<file path="src/rtl/uart_pkg.sv">
// -----------------------------------------------------------------------------
// uart_pkg -- shared types and constants for the UART transmitter and receiver.
//   tx_state_e        : transmitter FSM state encoding (logic [2:0])
//   DEFAULT_DIV_RATIO : clocks per bit for 100 MHz / 115.2 kbaud
//   UART_DATA_W       : data bits per frame
//   calc_parity()     : parity bit for a data byte, even (odd=0) or odd (odd=1)
// -----------------------------------------------------------------------------
package uart_pkg;

  localparam int unsigned DEFAULT_DIV_RATIO = 868;
  localparam int unsigned UART_DATA_W       = 8;

  typedef enum logic [2:0] {
    ST_IDLE   = 3'd0,
    ST_START  = 3'd1,
    ST_DATA   = 3'd2,
    ST_PARITY = 3'd3,
    ST_STOP   = 3'd4
  } tx_state_e;

  function automatic logic calc_parity(input logic [UART_DATA_W-1:0] data,
                                       input logic                   odd);
    return odd ? ~^data : ^data;
  endfunction

endpackage

</file>
<file path="src/rtl/uart_tx_if.sv">
// -----------------------------------------------------------------------------
// uart_tx_if -- byte handshake between a producer core and uart_tx.
//   tx_data  : byte to send, sampled when tx_valid && tx_ready
//   tx_valid : producer has a byte
//   tx_ready : transmitter holding register is empty
// Modports: master = producer, slave = transmitter.
// -----------------------------------------------------------------------------
interface uart_tx_if;
  import uart_pkg::*;

  logic [UART_DATA_W-1:0] tx_data;
  logic                   tx_valid;
  logic                   tx_ready;

  modport master (output tx_data, output tx_valid, input  tx_ready);
  modport slave  (input  tx_data, input  tx_valid, output tx_ready);

endinterface

</file>
<file path="src/rtl/uart_baud_gen.sv">
// -----------------------------------------------------------------------------
// uart_baud_gen -- bit-period counter.
//   clk  : system clock
//   rst  : asynchronous active-high reset
//   en   : count enable; counter held at zero while low
//   tick : one-cycle pulse when the count reaches div_ratio-1
// The counter runs 0..div_ratio-1 and wraps, so consecutive ticks are exactly
// div_ratio clocks apart with no cumulative drift.
// -----------------------------------------------------------------------------
module uart_baud_gen
  import uart_pkg::*;
#(
  parameter int unsigned div_ratio = DEFAULT_DIV_RATIO
) (
  input  logic clk,
  input  logic rst,
  input  logic en,
  output logic tick
);

  localparam int unsigned    CNT_W = $clog2(div_ratio);
  localparam logic [CNT_W-1:0] LAST = CNT_W'(div_ratio - 1);

  logic [CNT_W-1:0] cnt_q;

  always_ff @(posedge clk or posedge rst) begin
    if (rst) begin
      cnt_q <= '0;
    end else if (!en || (cnt_q == LAST)) begin
      cnt_q <= '0;
    end else begin
      cnt_q <= cnt_q + 1'b1;
    end
  end

  assign tick = en && (cnt_q == LAST);

endmodule

</file>
<file path="src/rtl/uart_tx.sv">
// -----------------------------------------------------------------------------
// uart_tx -- UART transmitter, 8 data bits LSB first, idle-high line.
//   clk     : system clock
//   rst     : asynchronous active-high reset (aborts any frame in progress)
//   tx      : uart_tx_if.slave byte handshake (tx_data / tx_valid / tx_ready)
//   tx_line : registered serial output, idle 1
//   busy    : high from start bit through the last stop bit
// Parameters: div_ratio (clocks per bit, >= 2), stop_bits (1 or 2),
//             parity_odd (0 even / 1 odd, used only with parity enabled).
// Build option: define UART_TX_PARITY_EN to insert a parity bit after bit 7.
//
// A one-byte holding register in front of the shift register lets the next
// frame start on the clock right after the previous stop bit ends.
// -----------------------------------------------------------------------------
module uart_tx
  import uart_pkg::*;
#(
  parameter int unsigned div_ratio  = DEFAULT_DIV_RATIO,
  parameter int unsigned stop_bits  = 1,
  parameter int unsigned parity_odd = 0
) (
  input  logic       clk,
  input  logic       rst,
  uart_tx_if.slave   tx,
  output logic       tx_line,
  output logic       busy
);

  if (div_ratio < 2 || (stop_bits != 1 && stop_bits != 2) || parity_odd > 1) begin : g_bad_cfg
    $error("uart_tx: illegal parameter combination");
  end

  tx_state_e              state_q;
  logic [UART_DATA_W-1:0] hold_q;
  logic [UART_DATA_W-1:0] shift_q;
  logic                   hold_full_q;
  logic                   ready_q;
  logic                   line_q;
  logic                   busy_q;
  logic [2:0]             bit_cnt_q;
`ifdef UART_TX_PARITY_EN
  logic                   par_q;
`endif

  logic tick;
  logic baud_en;
  logic xfer;
  logic stop_done;
  logic load;
  logic hold_full_d;

  assign baud_en = (state_q != ST_IDLE);

  uart_baud_gen #(.div_ratio(div_ratio)) u_baud (
    .clk  (clk),
    .rst  (rst),
    .en   (baud_en),
    .tick (tick)
  );

  assign xfer      = tx.tx_valid && ready_q;
  // In STOP the bit counter counts stop bits; it is 0 on entry because it
  // wrapped 7->0 leaving DATA.
  assign stop_done = (state_q == ST_STOP) && tick && (bit_cnt_q == 3'(stop_bits - 1));
  assign load      = hold_full_q && ((state_q == ST_IDLE) || stop_done);
  // A transfer coinciding with a load refills the slot the load just emptied.
  assign hold_full_d = xfer || (hold_full_q && !load);

  // Outputs are registered from the current state, so the line lags the FSM
  // by one clock uniformly; frame timing is unaffected.
  always_ff @(posedge clk or posedge rst) begin
    if (rst) begin
      state_q     <= ST_IDLE;
      hold_q      <= '0;
      shift_q     <= '0;
      hold_full_q <= 1'b0;
      ready_q     <= 1'b1;
      line_q      <= 1'b1;
      busy_q      <= 1'b0;
      bit_cnt_q   <= '0;
`ifdef UART_TX_PARITY_EN
      par_q       <= 1'b0;
`endif
    end else begin
      if (xfer) begin
        hold_q <= tx.tx_data;
      end
      hold_full_q <= hold_full_d;
      ready_q     <= !hold_full_d;
      busy_q      <= (state_q != ST_IDLE);

      case (state_q)
        ST_IDLE: begin
          line_q <= 1'b1;
          if (load) begin
            state_q <= ST_START;
          end
        end
        ST_START: begin
          line_q <= 1'b0;
          if (tick) begin
            state_q <= ST_DATA;
          end
        end
        ST_DATA: begin
          line_q <= shift_q[0];
          if (tick) begin
            shift_q   <= shift_q >> 1;
            bit_cnt_q <= bit_cnt_q + 3'd1;
            if (bit_cnt_q == 3'd7) begin
`ifdef UART_TX_PARITY_EN
              state_q <= ST_PARITY;
`else
              state_q <= ST_STOP;
`endif
            end
          end
        end
`ifdef UART_TX_PARITY_EN
        ST_PARITY: begin
          line_q <= par_q;
          if (tick) begin
            state_q <= ST_STOP;
          end
        end
`endif
        ST_STOP: begin
          line_q <= 1'b1;
          if (stop_done) begin
            bit_cnt_q <= '0;
            state_q   <= load ? ST_START : ST_IDLE;
          end else if (tick) begin
            bit_cnt_q <= bit_cnt_q + 3'd1;
          end
        end
        default: begin
          state_q <= ST_IDLE;
          line_q  <= 1'b1;
        end
      endcase

      // Load is only possible in IDLE or at the STOP end, never in DATA,
      // so this cannot collide with the shift above.
      if (load) begin
        shift_q <= hold_q;
`ifdef UART_TX_PARITY_EN
        par_q   <= calc_parity(hold_q, parity_odd != 0);
`endif
      end
    end
  end

  assign tx.tx_ready = ready_q;
  assign tx_line     = line_q;
  assign busy        = busy_q;

endmodule

</file>
<file path="src/flat_wrapper.sv">
// flat-port wrapper written by rule: the top's interface ports become plain ports
module uart_tx_flat import uart_pkg::*;
#(
  parameter int unsigned div_ratio  = DEFAULT_DIV_RATIO,
  parameter int unsigned stop_bits  = 1,
  parameter int unsigned parity_odd = 0
)
  (clk, rst, tx_line, busy, tx_tx_data, tx_tx_valid, tx_tx_ready);
  uart_tx_if tx_i ();
  input  logic clk;
  input  logic rst;
  output logic tx_line;
  output logic busy;
  input wire logic [$bits(tx_i.tx_data)-1:0] tx_tx_data;
  input wire logic [$bits(tx_i.tx_valid)-1:0] tx_tx_valid;
  output wire logic [$bits(tx_i.tx_ready)-1:0] tx_tx_ready;
  assign tx_i.tx_data = tx_tx_data;
  assign tx_i.tx_valid = tx_tx_valid;
  assign tx_tx_ready = tx_i.tx_ready;
  uart_tx #(.div_ratio(div_ratio), .stop_bits(stop_bits), .parity_odd(parity_odd)) u_core (.clk(clk), .rst(rst), .tx(tx_i), .tx_line(tx_line), .busy(busy));
endmodule
</file>
<file path="config.mk">
export PLATFORM = sky130hd
export DESIGN_NAME = uart_tx_flat
export DESIGN_NICKNAME = d
export VERILOG_FILES = /design/src/rtl/uart_pkg.sv /design/src/rtl/uart_tx_if.sv /design/src/rtl/uart_baud_gen.sv /design/src/rtl/uart_tx.sv /design/src/flat_wrapper.sv
export SDC_FILE = /design/constraint.sdc
export NUM_CORES = 1
export LEC_CHECK = 0
export CORE_MARGIN = 2
export CORE_UTILIZATION = 46
export DETAILED_ROUTE_END_ITERATION = 12
export GPL_TIMING_DRIVEN = 0
export PLACE_DENSITY = 0.74
export REMOVE_ABC_BUFFERS = 1
export SLEW_MARGIN = 20
export SYNTH_ARGS = -nofsm -noshare
export SYNTH_HDL_FRONTEND = slang
export SYNTH_SLANG_ARGS = --single-unit
</file>
<file path="constraint.sdc">
create_clock -name clk -period 2.23 [get_ports clk]
set_input_delay 0.446 -clock clk [delete_from_list [all_inputs] [get_ports clk]]
set_output_delay 0.446 -clock clk [all_outputs]
set_load 0.01 [all_outputs]
</file>
After elaboration in Yosys (flattened, before gate mapping)
Index checks and enable logic that the tools add are counted.

operators by class
  add/subtract/negate cells = 2
  equal/unequal tests = 10
  mux-type cells = 15
  reductions and logical operators = 20

operators with widths
  kind                   count
  $mux 8                 3
  $mux 3                 7
  $pmux 3 s4             1
  $add 10x1->10 const B  1
  $eq 10x10->1 const B   1
  $mux 10                1
  $ne 2x1->1 const B     5
  $eq 3x3->1 const B     2
  $logic_and 1x1->1      6
  $logic_not 3->1        2
  $pmux 3 s2             1
  $reduce_bool 2->1      3
  $reduce_and 5->1       1
  $add 3x1->3 const B    1
  $eq 3x1->1 const B     1
  $eq 3x2->1 const B     1
  $logic_not 1->1        3
  $logic_or 1x1->1       3
  $reduce_bool 3->1      1
  $pmux 1 s2             1
  $reduce_and 2->1       1
  $mux 1                 1

word-level totals
  register bits = 36
  output and inout port bits = 3

Logic depth before layout (Yosys ltp)
Gate-level depths: netlist of the first run.

  depth in word-level cells = 10
  mapped depth = 7
  depth with buffers taken out = 6

Modules after synthesis
From an unflattened synthesis of the first run, not the netlist that was laid out.

unflattened totals
  cells, all modules = 152
  area, all modules = 1762.9 µm²

modules (own cells, without submodules)
  module         times used  cells each  area each (µm²)
  uart_tx        1           98          1241.2
  uart_baud_gen  1           54          521.8

Worst setup path before layout of the first run
No wires, ideal clock.

  kind = register to register
  from = register u_core.u_baud.cnt_q[0]
  to = register u_core.shift_q[0]
  data arrival time = 1.730 ns
  required time = 2.105 ns
  setup slack = 0.375 ns
  cell stages (with the launch flop) = 7
  period minus slack after synthesis = 1.855 ns
  cells stage by stage = dfrtp_1 -> ha_1 -> nor3b_1 -> and3b_1 -> buf_6 -> a31oi_4 -> mux2_4

between the ends
  longest elaborated chain between the ends = 8

ends and longest elaborated chain
  item                            RTL line             RTL
  from (decl)                     uart_baud_gen.sv:24  logic [CNT_W-1:0] cnt_q;
  from (signal assigned)          uart_baud_gen.sv:32  cnt_q <= cnt_q + 1'b1;
  $eq 10x10->1 (*)                uart_baud_gen.sv:36  assign tick = en && (cnt_q == LAST);
  $logic_and 1x1->1 (*)           uart_baud_gen.sv:36
  $logic_and 1x1->1 (2 in a row)  uart_tx.sv:64        assign stop_done = (state_q == ST_STOP) && tick && (bit_cnt_q == 3'(stop_bits - 1));
  $logic_or 1x1->1                uart_tx.sv:65        assign load = hold_full_q && ((state_q == ST_IDLE) || stop_done);
  $logic_and 1x1->1               uart_tx.sv:65
  $reduce_bool 2->1 (no line)     --
  $reduce_and 2->1 (no line)      --
  to (signal assigned)            uart_tx.sv:108       shift_q <= shift_q >> 1;
  to (signal assigned)            uart_tx.sv:145       shift_q <= hold_q;
  to (decl)                       uart_tx.sv:35        logic [UART_DATA_W-1:0] shift_q;

Mark *: on every way between the ends. The rest lies on a longest branch, timed or not.
A chain may end at the register's enable or synchronous reset.

Worst setup path after layout of the first run
  from = register u_core.u_baud.cnt_q[0]
  to = register u_core.shift_q[6]

The elaborated chain is that of the path after synthesis.

==> results.yml, run 1 <==
worst_setup_path:
  crit_chain: "ha_1, nor3b_1, and3b_2, a31oi_4, mux2_4"
  start_kind: "flop"
  cp_data_arrival_time_ns: 2.18
  rrSetupSlack_ns: 0.22
  timing.rr.end: "u_core.shift_q[6]$_DFFE_PP0P_"
  critPathMaxStageDelay_ns: 0.43
  worstSetupPathType: "reg2reg"
  required_ns: 2.40
  end_kind: "flop"
  slowest_stage: "a31oi_4"
  reg2reg_depth: 5
  r2r-start: "u_core.u_baud.cnt_q[0]$_DFF_PP0_"
  cp_max_fo: 10
  crit_family: "simple AND/OR/NAND/NOR gates"
  path_buf_inv: 0
global_route:
  grt-ovfl-total: 0
  grt_max_degree: 37
  track_usage: 0.156
  grt_pass1_wl_um: 5000
  antenna_found_initial: 0
  grt_pass1_vias: 1148
drt:
  drt_first_pass_iters: 4
  routed_wl_um: 2760
  drt_iter0_markers: 20
  vias_per_cell: 5.25
  vias: 1076
  post-route-drc-count: 0
  ant_nets: 0
  wire_per_inst_um: 13.5
floorplanning:
  core_area_mm2: 0.00366
  die_w_um: 65.8
  die_area_mm2: 0.00433
  die_h_um: 65.8
  start_util: 0.479
  rows: 22
  ios: 14
layout:
  utilization: 0.552
  drive_above_1_share: 0.255
  area_growth_pct: 15.0
  num-nets-final: 171
  diodes: 0
placed_design:
  dp_hpwl_um: 1970
  io_buffers: 13
  gp_congestion: 0.781
logic_synthesis:
  synth_top_family_by_area: "multiplexers"
  synthXorXnorAreaFrac: 0.0349
  synth_compound_area_frac: 0.0677
  async_flop_share: 1.00
  synth_flop_cell: "dfrtp_1"
  synthAdderAreaFrac: 0.0285
  synthSimpleGateAreaFrac: 0.140
  yosysWarnings: 0
  syn_inst: 140
  synth-seq-cells: 36
  synth-seq-area-share: 0.515
  synth_enable_flop_cells: 0
  syn_avg_cell_area_um2: 12.5
  synthesis.area_mm2: 0.00176
  synthMuxAreaShare: 0.180
  ys_types: 40
sta:
  finalCritPeriodShare: 0.900
  period_minus_slack_ns: 2.01
  tightest_slew_ns: 0.733
  setup_violations: 0
  max_freq_mhz: 498
  tns_ns: 0
  relSlewSlack: 0.511
  final_hold_viol_count: 0
  skew_ns: 0.00688
  rsz0062_at_grt: "false"
  slew_viol_final: 0
power:
  power_density_mw_per_mm2: 1070
  leakage_nw: 0.930
  ir_drop_uv: 532
clocking:
  path_clk_slew_ns: 0.07
  cts_buffers: 5
  cts.sinks: 36
  htree_levels: 2
  clk_latency_ns: 0.29
  cts_tree: "built"
  cts_root_buf: "clkbuf_8"
  clockBufferDepth: 2
hold_path:
  worst_hold_path_type: "reg2reg"
  holdPathEnd: "u_core.u_baud.cnt_q[0]$_DFF_PP0_"
  hold_depth: 1
  hp-start: "u_core.u_baud.cnt_q[0]$_DFF_PP0_"
outcome:
  status: "completed"
flow_run:
  maxCapViolations: 0
stage by stage:
step	hold slack, ns	total power (W)	cells	instance area (um2)	setup WS [ns]
floorplan	0.433	0.00147	136	1720	0.368
global placement	0.447	0.00158	197	1910	0.168
detailed placement	0.480	0.00162	197	1910	0.139
CTS	0.491	0.00219	205	2020	0.123
global route	0.508	0.00230	205	2020	0.106
finish	0.488	0.00216	205	2020	0.223
synthesized netlist by cell type, types with 2 or more instances:
library cell | number | area, um2
nor2_1 | 12 | 45.0
dfrtp_1 | 34 | 851
xor2_1 | 3 | 26.3
ha_1 | 4 | 50.1
and2_1 | 2 | 12.5
dfstp_2 | 2 | 52.6
buf_6 | 2 | 22.5
a21oi_1 | 3 | 15.0
o21ai_0 | 3 | 15.0
mux2i_1 | 3 | 30.0
nand2_1 | 8 | 30.0
mux2_2 | 16 | 180
nor3_1 | 3 | 15.0
nor3b_1 | 2 | 15.0
nand3_1 | 3 | 15.0
mux2_4 | 7 | 105
xnor2_1 | 4 | 35.0
inv_1 | 7 | 26.3
how the worst max path moves through the flow:
stage	from	end	depth (start not counted)
after global placement	u_core.u_baud.cnt_q[0]$_DFF_PP0_	u_core.shift_q[3]$_DFFE_PP0P_	5
after floorplan	u_core.u_baud.cnt_q[0]$_DFF_PP0_	u_core.shift_q[0]$_DFFE_PP0P_	5
after global routing	u_core.u_baud.cnt_q[0]$_DFF_PP0_	u_core.shift_q[1]$_DFFE_PP0P_	5
after CTS	u_core.u_baud.cnt_q[0]$_DFF_PP0_	u_core.shift_q[0]$_DFFE_PP0P_	5
final	u_core.u_baud.cnt_q[0]$_DFF_PP0_	u_core.shift_q[6]$_DFFE_PP0P_	5
after detailed placement	u_core.u_baud.cnt_q[0]$_DFF_PP0_	u_core.shift_q[2]$_DFFE_PP0P_	5
report_power, final:
| group | internal (W) | switching [W] | leakage (nW) |
|---|---|---|---|
| logic | 0.000352 | 0.000207 | 0.434 |
| registers | 0.000889 | 0.000158 | 0.441 |
| clock network | 0.000331 | 0.000225 | 0.0552 |
what timing repair did:
action                                  4_1_cts  5_1_grt
endpoints found under the setup margin        0        7
resized for setup                             0        1
buffers inserted                              0        0
hold buffers                                  0        0
kinds of logic after synthesis:
group           after synthesis
fa+ha+maj                     4
xor+xnor                      7
compound gates               15
flops                        36
mux                          26
simple gates                 41
buf+inv                      11
final cells by class:
type	instances	area, um2
Timing Repair Buffer	13	130
Tap cell	48	60.1
Inverter	7	26.3
Sequential cell	36	903
Multi-Input combinational cell	93	792
Clock buffer	6	72.6
Fill cell	300	1640
Clock inverter	2	35.0
layout by cell type, fill, tap and decap left out, types with 4 or more instances in the layout:
| master | count |
|---|---|
| clkdlybuf4s50_1 | 13 |
| clkbuf_8 | 5 |
| mux2_4 | 7 |
| dfrtp_1 | 34 |
| ha_1 | 4 |
| nand2_1 | 8 |
| xnor2_1 | 4 |
| inv_1 | 6 |
| mux2_2 | 16 |
| nor2_1 | 12 |
sequential cells by signal, summed over array words and instances (netlist names):
signal	count
u_core.hold_q	8
u_core.shift_q	8
u_core.tx.tx_ready	1
u_core.hold_full_q	1
u_core.state_q	3
u_core.bit_cnt_q	3
u_core.u_baud.cnt_q	10
u_core.busy	1
u_core.tx_line	1
per-layer routing:
metal | vias up | global-route usage | part of all wire
met4 | 0 | 0.0573 | 0.013
li1 | 520 | - | -
met5 | - | 0 | 0
met3 | 4 | 0.0511 | 0.039
met2 | 19 | 0.265 | 0.51
met1 | 533 | 0.183 | 0.44
(Power assumes the default switching activity.)
==> inputs of run 2 (changes only) <==
CORE_UTILIZATION = 55   (was 46)
HOLD_SLACK_MARGIN = 0.1   (was not set)
PLACE_DENSITY = 0.85   (was 0.74)
==> run 2 against run 1 <==
  * Maximum frequency down 4.4%
  * Clock power shrank 36%
  * Critical path depth did not move
  * Critical endpoint is now u_core.shift_q[4]$_DFFE_PP0P_
  * Highest routed layer unchanged
==> results.yml, run 2 (synthesized netlist as in run 1, its figures left out) <==
clocking:
  post_cts_resized: 0
  cts.sinks: 36
  htree_levels: 2
  cts_buffers: 5
  cts_tree: "built"
  cts_root_buf: "clkbuf_4"
  clk_latency_ns: 0.34
  cts_setup_buffers: 0
  path_clk_slew_ns: 0.10
  clockBufferDepth: 2
  hold_buffers: 0
sta:
  finalCritPeriodShare: 0.941
  setup_ws_ns: 0.131
  skew_ns: 0.00760
  setup_violations: 0
  slew_viol_final: 0
  period_minus_slack_ns: 2.10
  relSlewSlack: 0.514
  rsz0062_at_grt: "false"
  tightest_slew_ns: 0.727
  max_freq_mhz: 476
  tns_ns: 0
  final_hold_viol_count: 0
power:
  intPower_w: 0.00140
  power_density_mw_per_mm2: 1000
  leakage_nw: 0.908
  switching_share: 0.293
  power.share.combinational: 0.289
  seq_power_share: 0.530
  power_frac_clock: 0.181
  power_w: 0.00197
  switchingPower_w: 0.000577
  ir_drop_uv: 553
global_route:
  grt_pass1_wl_um: 4890
  antenna_found_initial: 0
  track_usage: 0.185
  grt_max_degree: 37
  grt_pass1_vias: 1135
  grt-ovfl-total: 0
worst_setup_path:
  end_kind: "flop"
  r2r-start: "u_core.u_baud.cnt_q[0]$_DFF_PP0_"
  cp_max_fo: 10
  worstSetupPathType: "reg2reg"
  cp_data_arrival_time_ns: 2.33
  cp-startpoint: "u_core.u_baud.cnt_q[0]$_DFF_PP0_"
  required_ns: 2.46
  start_kind: "flop"
layout:
  largest_register: "u_core.u_baud.cnt_q"
  num-nets-final: 171
  reg_top3: "u_core.u_baud.cnt_q: 10 flops, u_core.hold_q: 8 flops, u_core.shift_q: 8 flops"
  area_growth_pct: 11.9
  utilization: 0.643
  drive_above_1_share: 0.242
  diodes: 0
  final_cell_mix: "dfrtp_1, mux2_2, clkdlybuf4s50_1"
  final_common_cell: "dfrtp_1"
  largest_reg_flops: 10
  layout.cells.non_filler: 201
placed_design:
  dp_hpwl_um: 2130
  dp_cells: 193
  place_ws_ns: 0.158
  gp_congestion: 0.829
  io_buffers: 13
flow_run:
  maxCapViolations: 0
drt:
  vias_per_cell: 5.33
  vias: 1072
  wire_per_inst_um: 14.1
  routed_wl_um: 2840
  drt_iter0_markers: 49
  drt_first_pass_iters: 4
  ant_nets: 0
  post-route-drc-count: 0
outcome:
  status: "completed"
floorplanning:
  rows: 20
  core_area_mm2: 0.00305
  die_h_um: 60.5
  die_w_um: 60.5
  start_util: 0.575
  ios: 14
  die_area_mm2: 0.00366
hold_path:
  hp-start: "u_core.u_baud.cnt_q[0]$_DFF_PP0_"
  worst_hold_path_type: "reg2reg"
-- run 2: cell count changes in the layout (fill, tap and decap cells not counted) --
cell,previous run,this run
clkbuf_4,0,5
clkbuf_8,5,1
and3b_1,0,1
and3b_2,1,0
bufinv_16,1,0
clkbuf_1,1,2
clkinv_2,1,0
-- run 2: power by group through the flow --
stage / clock network, W / registers, W / logic (W)
after global routing: 0.000394 / 0.00108 / 0.000634
after detailed placement: 0 / 0.00106 / 0.000581
after global placement: 0 / 0.00104 / 0.000536
final: 0.000358 / 0.00105 / 0.000569
after CTS: 0.000370 / 0.00105 / 0.000579
after floorplan: 0 / 0.00102 / 0.000447
-- run 2: cell type report --
class / instances / area [um2]
Fill cell: 239 / 1090
Sequential cell: 36 / 903
Multi-Input combinational cell: 93 / 791
Inverter: 7 / 26.3
Tap cell: 44 / 55.1
Clock buffer: 8 / 58.8
Timing Repair Buffer: 13 / 130
-- run 2: path summary, 6_finish.rpt --
kind | endpoint | slack (ns) | cells after the start
max | u_core.shift_q[4]$_DFFE_PP0P_ | 0.13 | 5
min | u_core.u_baud.cnt_q[0]$_DFF_PP0_ | 0.48 | 1
max reg2reg | u_core.shift_q[4]$_DFFE_PP0P_ | 0.13 | 5
min reg2reg | u_core.u_baud.cnt_q[0]$_DFF_PP0_ | 0.48 | 1
max in group asynchronous | u_core.u_baud.cnt_q[4]$_DFF_PP0_ | 1.22 | 2
min in group asynchronous | u_core.u_baud.cnt_q[6]$_DFF_PP0_ | 0.54 | 2
-- run 2: critical path, cell delays in order, from the launching register on --
cell,delay [ns]
dfrtp_1,0.39
ha_1,0.20
nor3b_1,0.30
and3b_1,0.47
a31oi_4,0.27
mux2_4,0.36
-- run 2: stage by stage --
stage | hold WS (ns) | instance area (um2)
after floorplan | 0.433 | 1720
after global placement | 0.445 | 1910
after detailed placement | 0.457 | 1910
after CTS | 0.477 | 1960
after global routing | 0.486 | 1960
final | 0.477 | 1960
-- run 2: metal layers --
metal | share of wire | wire (um) | global-route usage
met5 | 0 | 0 | 0
met4 | 0.016 | 46 | 0.0807
met3 | 0.033 | 93 | 0.0640
met2 | 0.55 | 1570 | 0.318
met1 | 0.40 | 1130 | 0.208
==> inputs of run 3 (changes only) <==
SKIP_LAST_GASP = 1   (was not set)
TNS_END_PERCENT = 20   (was not set)
==> results of run 3 <==
Same layout as run 2: the final DEF is identical, and so are final timing and power.
